<file path="config.mk">
export PLATFORM = sky130hd
export DESIGN_NAME = updown_counter_param
export DESIGN_NICKNAME = d
export VERILOG_FILES = /design/src/rtl/updown_counter_param.sv
export SDC_FILE = /design/constraint.sdc
export NUM_CORES = 1
export LEC_CHECK = 0
export CAP_MARGIN = 0
export CELL_PAD_IN_SITES_DETAIL_PLACEMENT = 0
export CELL_PAD_IN_SITES_GLOBAL_PLACEMENT = 2
export CORE_MARGIN = 1
export CORE_UTILIZATION = 33
export DETAILED_ROUTE_END_ITERATION = 12
export PLACE_DENSITY = 0.74
export SLEW_MARGIN = 20
export SYNTH_ARGS = -nofsm -noshare
export SYNTH_HDL_FRONTEND = slang
export SYNTH_SLANG_ARGS = --single-unit
</file>
<file path="constraint.sdc">
create_clock -name clkin -period 2.43 [get_ports clkin]
set_input_delay 0.486 -clock clkin [delete_from_list [all_inputs] [get_ports clkin]]
set_output_delay 0.486 -clock clkin [all_outputs]
set_load 0.01 [all_outputs]
</file>
<file path="src/rtl/updown_counter_param.sv">
// Parametrised up/down counter with clock-enable prescaler.
// Wrap/saturate bounds, parallel load, hold, terminal-count pulse.
module updown_counter_param #(
  parameter int WIDTH   = 3,
  parameter int MODULUS = 8,
  parameter int DIV     = 50000000,
  parameter int PW      = 26
) (
  input  logic             clkin,
  input  logic             reset,
  input  logic             en,
  input  logic             switch,
  input  logic             sat_mode,
  input  logic             load,
  input  logic [WIDTH-1:0] load_val,
  output logic [WIDTH-1:0] count,
  output logic             tick,
  output logic             tc
);

  localparam logic [PW-1:0]    RELOAD = PW'(DIV - 1);
  localparam logic [WIDTH-1:0] TOP    = WIDTH'(MODULUS - 1);

  logic [PW-1:0]    presc;
  logic [WIDTH-1:0] step_val;
  logic             at_bound;
  logic [WIDTH-1:0] load_clamp;

  // Next count for an update edge, plus bound detection in the sampled direction
  always_comb begin
    step_val = count;
    at_bound = 1'b0;
    if (switch) begin
      if (count == TOP) begin
        at_bound = 1'b1;
        step_val = sat_mode ? TOP : '0;
      end else begin
        step_val = count + 1'b1;
      end
    end else begin
      if (count == '0) begin
        at_bound = 1'b1;
        step_val = sat_mode ? '0 : TOP;
      end else begin
        step_val = count - 1'b1;
      end
    end
  end

  // Out-of-range load values are pinned to the top state
  always_comb begin
    load_clamp = load_val;
    if (load_val > TOP) load_clamp = TOP;
  end

  // Prescaler, count and pulse registers; load outranks the enable path
  always_ff @(posedge clkin or negedge reset) begin
    if (!reset) begin
      count <= '0;
      presc <= RELOAD;
      tick  <= 1'b0;
      tc    <= 1'b0;
    end else if (load) begin
      count <= load_clamp;
      presc <= RELOAD;
      tick  <= 1'b0;
      tc    <= 1'b0;
    end else if (!en) begin
      tick  <= 1'b0;
      tc    <= 1'b0;
    end else if (presc == '0) begin
      presc <= RELOAD;
      count <= step_val;
      tick  <= 1'b1;
      tc    <= at_bound;
    end else begin
      presc <= presc - 1'b1;
      tick  <= 1'b0;
      tc    <= 1'b0;
    end
  end

endmodule

</file>
# Yosys cells after proc, flatten, opt, wreduce, memory -nomap -nowiden

Index checks and enable logic that the tools add are counted.

Output and inout bits: 5
Register bits: 31
Bits of input ports: 9
Logic and storage cells: 35

Muxes and demuxes: 21
Equal/unequal tests: 1
Reductions and logical operators: 5
Add/subtract/negate cells: 3
Order comparisons: 1

Operators with widths:

| kind                    | number |
|---|---|
| $mux W26                | 3 |
| $mux W3                 | 9 |
| $logic_not A26 Y1       | 1 |
| $sub A26 B1 Y26 const B | 1 |
| $mux W1                 | 9 |
| $reduce_bool A2 Y1      | 2 |
| $add A3 B1 Y3 const B   | 1 |
| $eq A3 B3 Y1 const B    | 1 |
| $gt A3 B3 Y1 const B    | 1 |
| $logic_not A3 Y1        | 1 |
| $sub A3 B1 Y3 const B   | 1 |
| $reduce_and A2 Y1       | 1 |

# Logic depth before layout (Yosys ltp)

Depth after elaboration: 6
Mapped depth: 8
Gate-level depth less buffers: 7

# Worst setup path before layout

No wires, ideal clock.

Kind: reg-to-reg
Start: register presc[14]
End: register presc[25]
Data arrival time: 2.329 ns
Path slack: 0.017 ns
Data required time: 2.346 ns
Period minus slack after synthesis: 2.413 ns
Path buffers: 1
Setup time: 0.084 ns
Stages on the path, launching flop included: 7
Path through: dfstp_2 > or4_4 > or3_1 > buf_2 > or4_1 > or3_1 > a221o_1

Cells in the longest elaborated chain, start to end: 4
Elaborated cells between the ends (all ways): 5
Those cells by class: add/sub (1); mux (3); reduce/logical (1)

Ends and longest elaborated chain:

| item                                                 | RTL line | text |
|---|---|---|
| start, declared                                      | 24       | `logic [PW-1:0] presc;` |
| start signal, assigned                               | 77       | `presc <= presc - 1'b1;` |
| $sub A26 B1 Y26 or $logic_not A26 Y1 (tied branches) | 77, 71   |  |
| $mux W26 *                                           | 71       | `end else if (presc == '0) begin` |
| $mux W26 *                                           | 68       | `end else if (!en) begin` |
| $mux W26 *                                           | 63       | `end else if (load) begin` |

Mark *: on every way between the ends. The rest lies on a longest branch, timed or not. The select of a mux whose other input is x is not followed.
A chain may end at the register's enable or synchronous reset.

# Final worst setup path

Start: register presc[14]
End: register count[1]

Cells in the longest elaborated chain, start to end: 3

Ends and longest elaborated chain:

| item                                | RTL line | text |
|---|---|---|
| $logic_not A26 Y1                   | 71       |  |
| $reduce_bool A2 Y1 (no source line) | --       |  |
| $reduce_and A2 Y1 (no source line)  | --       |  |
| end signal, assigned                | 64       | `count <= load_clamp;` |
| end signal, assigned                | 73       | `count <= step_val;` |
| end, declared                       | 16       | `output logic [WIDTH-1:0] count,` |

No other way between the ends.

==> summary.md <==
| Metric | Value |
|---|---|
| Via count normalized by instance count | `5.14` |
| Most area-consuming cells after synthesis | `sky130_fd_sc_hd__dfstp_2 27%, sky130_fd_sc_hd__dfrtp_1 18%, sky130_fd_sc_hd__xnor2_1 7.4%, sky130_fd_sc_hd__nand2_1 4.5%, sky130_fd_sc_hd__nor4_1 4.2%` |
| Top cell type's share of synthesized area | `0.267` |
| Critical Path Fanout Max | `4` |
| Series of cell instances along the critical path | `or4_4 > or4_4 > or4_4 > mux2_4 > o21ai_2` |
| Post-synthesis adder-cell area fraction | `0.0354` |
| Total of max-cap violations | `0` |
| Number of levels the H-tree was split into | `2` |
| Total power of the final layout | `0.00102 W` |
| Average wire per standard cell | `13.8 um` |
| Global-route wire length before repair | `~6700 um` |
| Final standard cell count with taps included and fillers excluded | `roughly 290` |
| Setup TNS | `0 ns` |
| Num ports | `14` |
| Sequential element share of the synthesized area | `0.451` |
| RR Startpoint | `presc[14]` |
| Largest incremental delay on the critical path | `around 0.55 ns` |
| Area of the mapped netlist | `1770 um^2` |
| Number of antenna violations at the first check in global routing | `0` |
| Run status | `finished clean` |
| Placed Cells | `between 200 and 300` |
| Floorplan die area | `5660 um^2` |
| Worst Hold Path Cells | `2` |
| Instance count of the mapped netlist | `between 150 and 200` |
| Start-to-end type of the worst setup path | `flip-flop to flip-flop` |
| Clock latency reported for the late side of the worst-skew pair | `between 0.2 and 0.3 ns` |
| Number of nets in the synthesized netlist | `199` |
| Initial DRC count | `62` |
| Deepest clock path buffer count | `2` |
| Grt ovf | `0` |
| Synthesized-area fraction occupied by ao, oa, aoi and oai cells | `0.0827` |
| Maximum frequency from static timing analysis | `0.413 GHz` |
| CP startpoint kind | `flip-flop` |
| Critical path's top delay family | `simple AND/OR/NAND/NOR gates` |
| Final ANT Viol Nets | `0` |
| # setup viols final | `0` |
| Worst min path class | `flip-flop to flip-flop` |
| Simple-Gate Fraction of Synth Area | `0.279` |
| Clock tree root driver cell | `sky130_fd_sc_hd__clkbuf_8` |
| Synth Register Bits | `31` |
| Cell with the largest stage delay on the worst path | `sky130_fd_sc_hd__or4_4` |
| Slack of the worst reg-to-reg path | `0.01 ns` |
| Number of remaining DRC errors | `0` |
| Number of input and output port buffers inserted | `13` |
| EDFF count, synth | `0` |
| Hold path startpoint | `presc[4]` |
| Sort of element at the end of the critical path | `flip-flop` |
| Antenna diodes | `0` |
| Total number of vias | `1464` |
| Required time of the critical path | `2.63 ns` |
| Leakage power | `0.806 nW` |
| Final critical delay including setup and external delays | `2.42 ns` |
| CTS tree | `done` |
| Total power density per cell area | `approximately 470 nW/um^2` |
| Total length of routed wires | `3950 um` |
| P&R area growth vs syn | `22.6%` |
| TritonCTS Buffers | `5` |
| Number of global-route vias before repair | `1483` |
| GRT Resource Usage Total | `0.160` |
| Fin Clk Skew | `0.00308 ns` |
| Tightest Pin Transition | `0.415 ns` |
| RePlAce Congestion | `0.777` |
| Worst ir drop on vdd | `0.271 mV` |
| Number of warnings printed during yosys synthesis | `0` |
| Relative slew margins | `0.723` |
| Height of the die | `75.2 um` |
| Final-report hold violation count | `0` |
| Row count | `26` |
| Average cell area after synthesis | `9.56 um^2` |
| Xor and xnor fraction of the mapped netlist area | `0.0842` |
| CTS sink count | `31` |
| Width of the die | `~75 um` |
| HPWL after DPL | `2930 um` |
| Length in cells of the worst reg-to-reg path | `5` |
| Sink of the worst hold path | `presc[4]` |
| Total buffers and inverters traversed by the critical path | `0` |
| Number of slew-limit violations in the final report | `0` |
| Most instantiated flip-flop cell in the synthesis netlist | `sky130_fd_sc_hd__dfstp_2` |
| Initial core utilization | `0.344` |
| Final critical-path share of the clock period | `0.996` |
| Maximum number of pins on one net before global-route repair | `32` |
| Dominant combinational cell family by area after synthesis | `simple AND/OR/NAND/NOR gates` |
| Fraction of layout instances using a drive strength above 1 | `0.256` |
| Number of iterations in the first detailed-routing pass | `4` |
| Portion of netlist area occupied by mux cells | `0.0347` |
| Unique masters post-synth | `40` |
| RSZ-0062 raised after global routing | `yes` |
| Destination of the worst register-to-register timing path | `count[1]` |
| Arrival @ worst endpoint | `2.62 ns` |
| Floorplan Core Area | `5140 um^2` |
| Top cell by count, worst path | `sky130_fd_sc_hd__or4_4` |
| Top cell type by total area after synthesis | `sky130_fd_sc_hd__dfstp_2` |
| Fraction of synthesis flops using an asynchronous set or reset pin | `1.00` |
| CTS clock-pin slew for the worst setup and hold paths | `0.06 ns` |
| Final nets | `228` |
-- worst min-delay path, stage by stage, from the launching register on --
cell and delay [ns]:
sky130_fd_sc_hd__dfstp_2 0.39, sky130_fd_sc_hd__nand2_1 0.06, sky130_fd_sc_hd__nand3_1 0.07
-- area by class of cell --
class	instances	area [um^2]
Sequential cell	31	798
Tap cell	70	87.6
Clock inverter	1	5.00
Clock buffer	7	76.3
Multi-Input combinational cell	142	933
Inverter	6	22.5
Timing Repair Buffer	28	246
Fill cell	555	2970
-- cell usage after synthesis (all sizes together) (5+ instances only) --
cell type	instances
dfrtp	13
dfstp	18
ha	5
inv	5
mux2i	5
nand2	21
nor2	14
nor3	12
nor4	12
o21ai	5
or2	7
or3	10
or4	5
xnor2	15
-- per-stage QoR --
step	utilization	instance area (um^2)	worst slack (ns)	hold slack, ns
final	0.422	2170	0.0107	0.523
after global routing	0.422	2170	-0.0385	0.569
after CTS	0.417	2140	-0.0173	0.530
after detailed placement	0.400	2060	-0.0244	0.521
after global placement	0.400	2060	0.0106	0.511
after floorplan	-	1770	0.0175	0.190
-- worst max path at each step --
| stage | from | to | slack, ns | cells past startpoint |
|---|---|---|---|---|
| 2_1_floorplan | presc[14] | presc[25] | 0.02 | 6 |
| 3_3_place_gp | presc[21] | presc[25] | 0.01 | 5 |
| 3_5_place_dp | presc[14] | count[1] | -0.02 | 5 |
| 4_1_cts | presc[14] | count[1] | -0.02 | 5 |
| 5_1_grt | presc[14] | count[1] | -0.04 | 5 |
| 6_report | presc[14] | count[1] | 0.01 | 5 |
-- routing by layer --
layer | up-vias | track usage | wire, um
li1 | 718 | - | -
met1 | 716 | 0.204 | 1800
met2 | 26 | 0.271 | 1940
met3 | 4 | 0.0415 | 157
met4 | 0 | 0.0432 | 41
met5 | - | 0 | 0
-- logic make-up (layout without fill, tap and decap cells) --
logic type / count (synthesis) / in the layout
AO/OA/AOI/OAI: 22 / 22
XOR/XNOR: 17 / 17
adder cells (fa/ha/maj): 5 / 5
buffers and inverters: 12 / 42
flip-flops: 31 / 31
multiplexers: 6 / 6
AND/OR/NAND/NOR: 92 / 92
-- flip-flops by register name, summed over array words and instances (netlist names) --
name and flops:
presc 26, count 3, tc 1, tick 1
-- report_power, final --
part	internal, W	switching (W)	leakage, nW
Clock	0.000200	0.000174	0.0422
Combinational	0.0000520	0.0000554	0.399
Sequential	0.000527	0.00000839	0.365
Total	0.000780	0.000238	0.806
-- cell usage in the layout, fill, tap and decap left out, types with 2 or more instances in the layout --
master                            instances
sky130_fd_sc_hd__nand2_1                 21
sky130_fd_sc_hd__dfstp_2                 18
sky130_fd_sc_hd__xnor2_1                 15
sky130_fd_sc_hd__nor2_1                  14
sky130_fd_sc_hd__buf_4                   14
sky130_fd_sc_hd__dfrtp_1                 13
sky130_fd_sc_hd__clkdlybuf4s50_1         13
sky130_fd_sc_hd__nor4_1                  12
sky130_fd_sc_hd__nor3_1                  12
sky130_fd_sc_hd__or3_1                    9
sky130_fd_sc_hd__or2_2                    6
sky130_fd_sc_hd__inv_1                    5
sky130_fd_sc_hd__or4_4                    5
sky130_fd_sc_hd__mux2i_1                  5
sky130_fd_sc_hd__ha_1                     5
sky130_fd_sc_hd__clkbuf_8                 5
sky130_fd_sc_hd__nor2b_1                  4
sky130_fd_sc_hd__a21oi_1                  4
sky130_fd_sc_hd__o31ai_1                  4
sky130_fd_sc_hd__a31oi_1                  2
sky130_fd_sc_hd__o211ai_1                 2
sky130_fd_sc_hd__o21ai_0                  2
sky130_fd_sc_hd__o21ai_1                  2
sky130_fd_sc_hd__nand4_1                  2
sky130_fd_sc_hd__xor2_1                   2
sky130_fd_sc_hd__clkbuf_1                 2
-- what timing repair did --
item	in CTS	in global routing
pin swaps	0	1
endpoints found under the setup margin	4	4
resized for setup	2	6
buffers inserted	0	1
hold buffers	0	0
hold endpoints to repair	0	0
(Power assumes the default switching activity.)
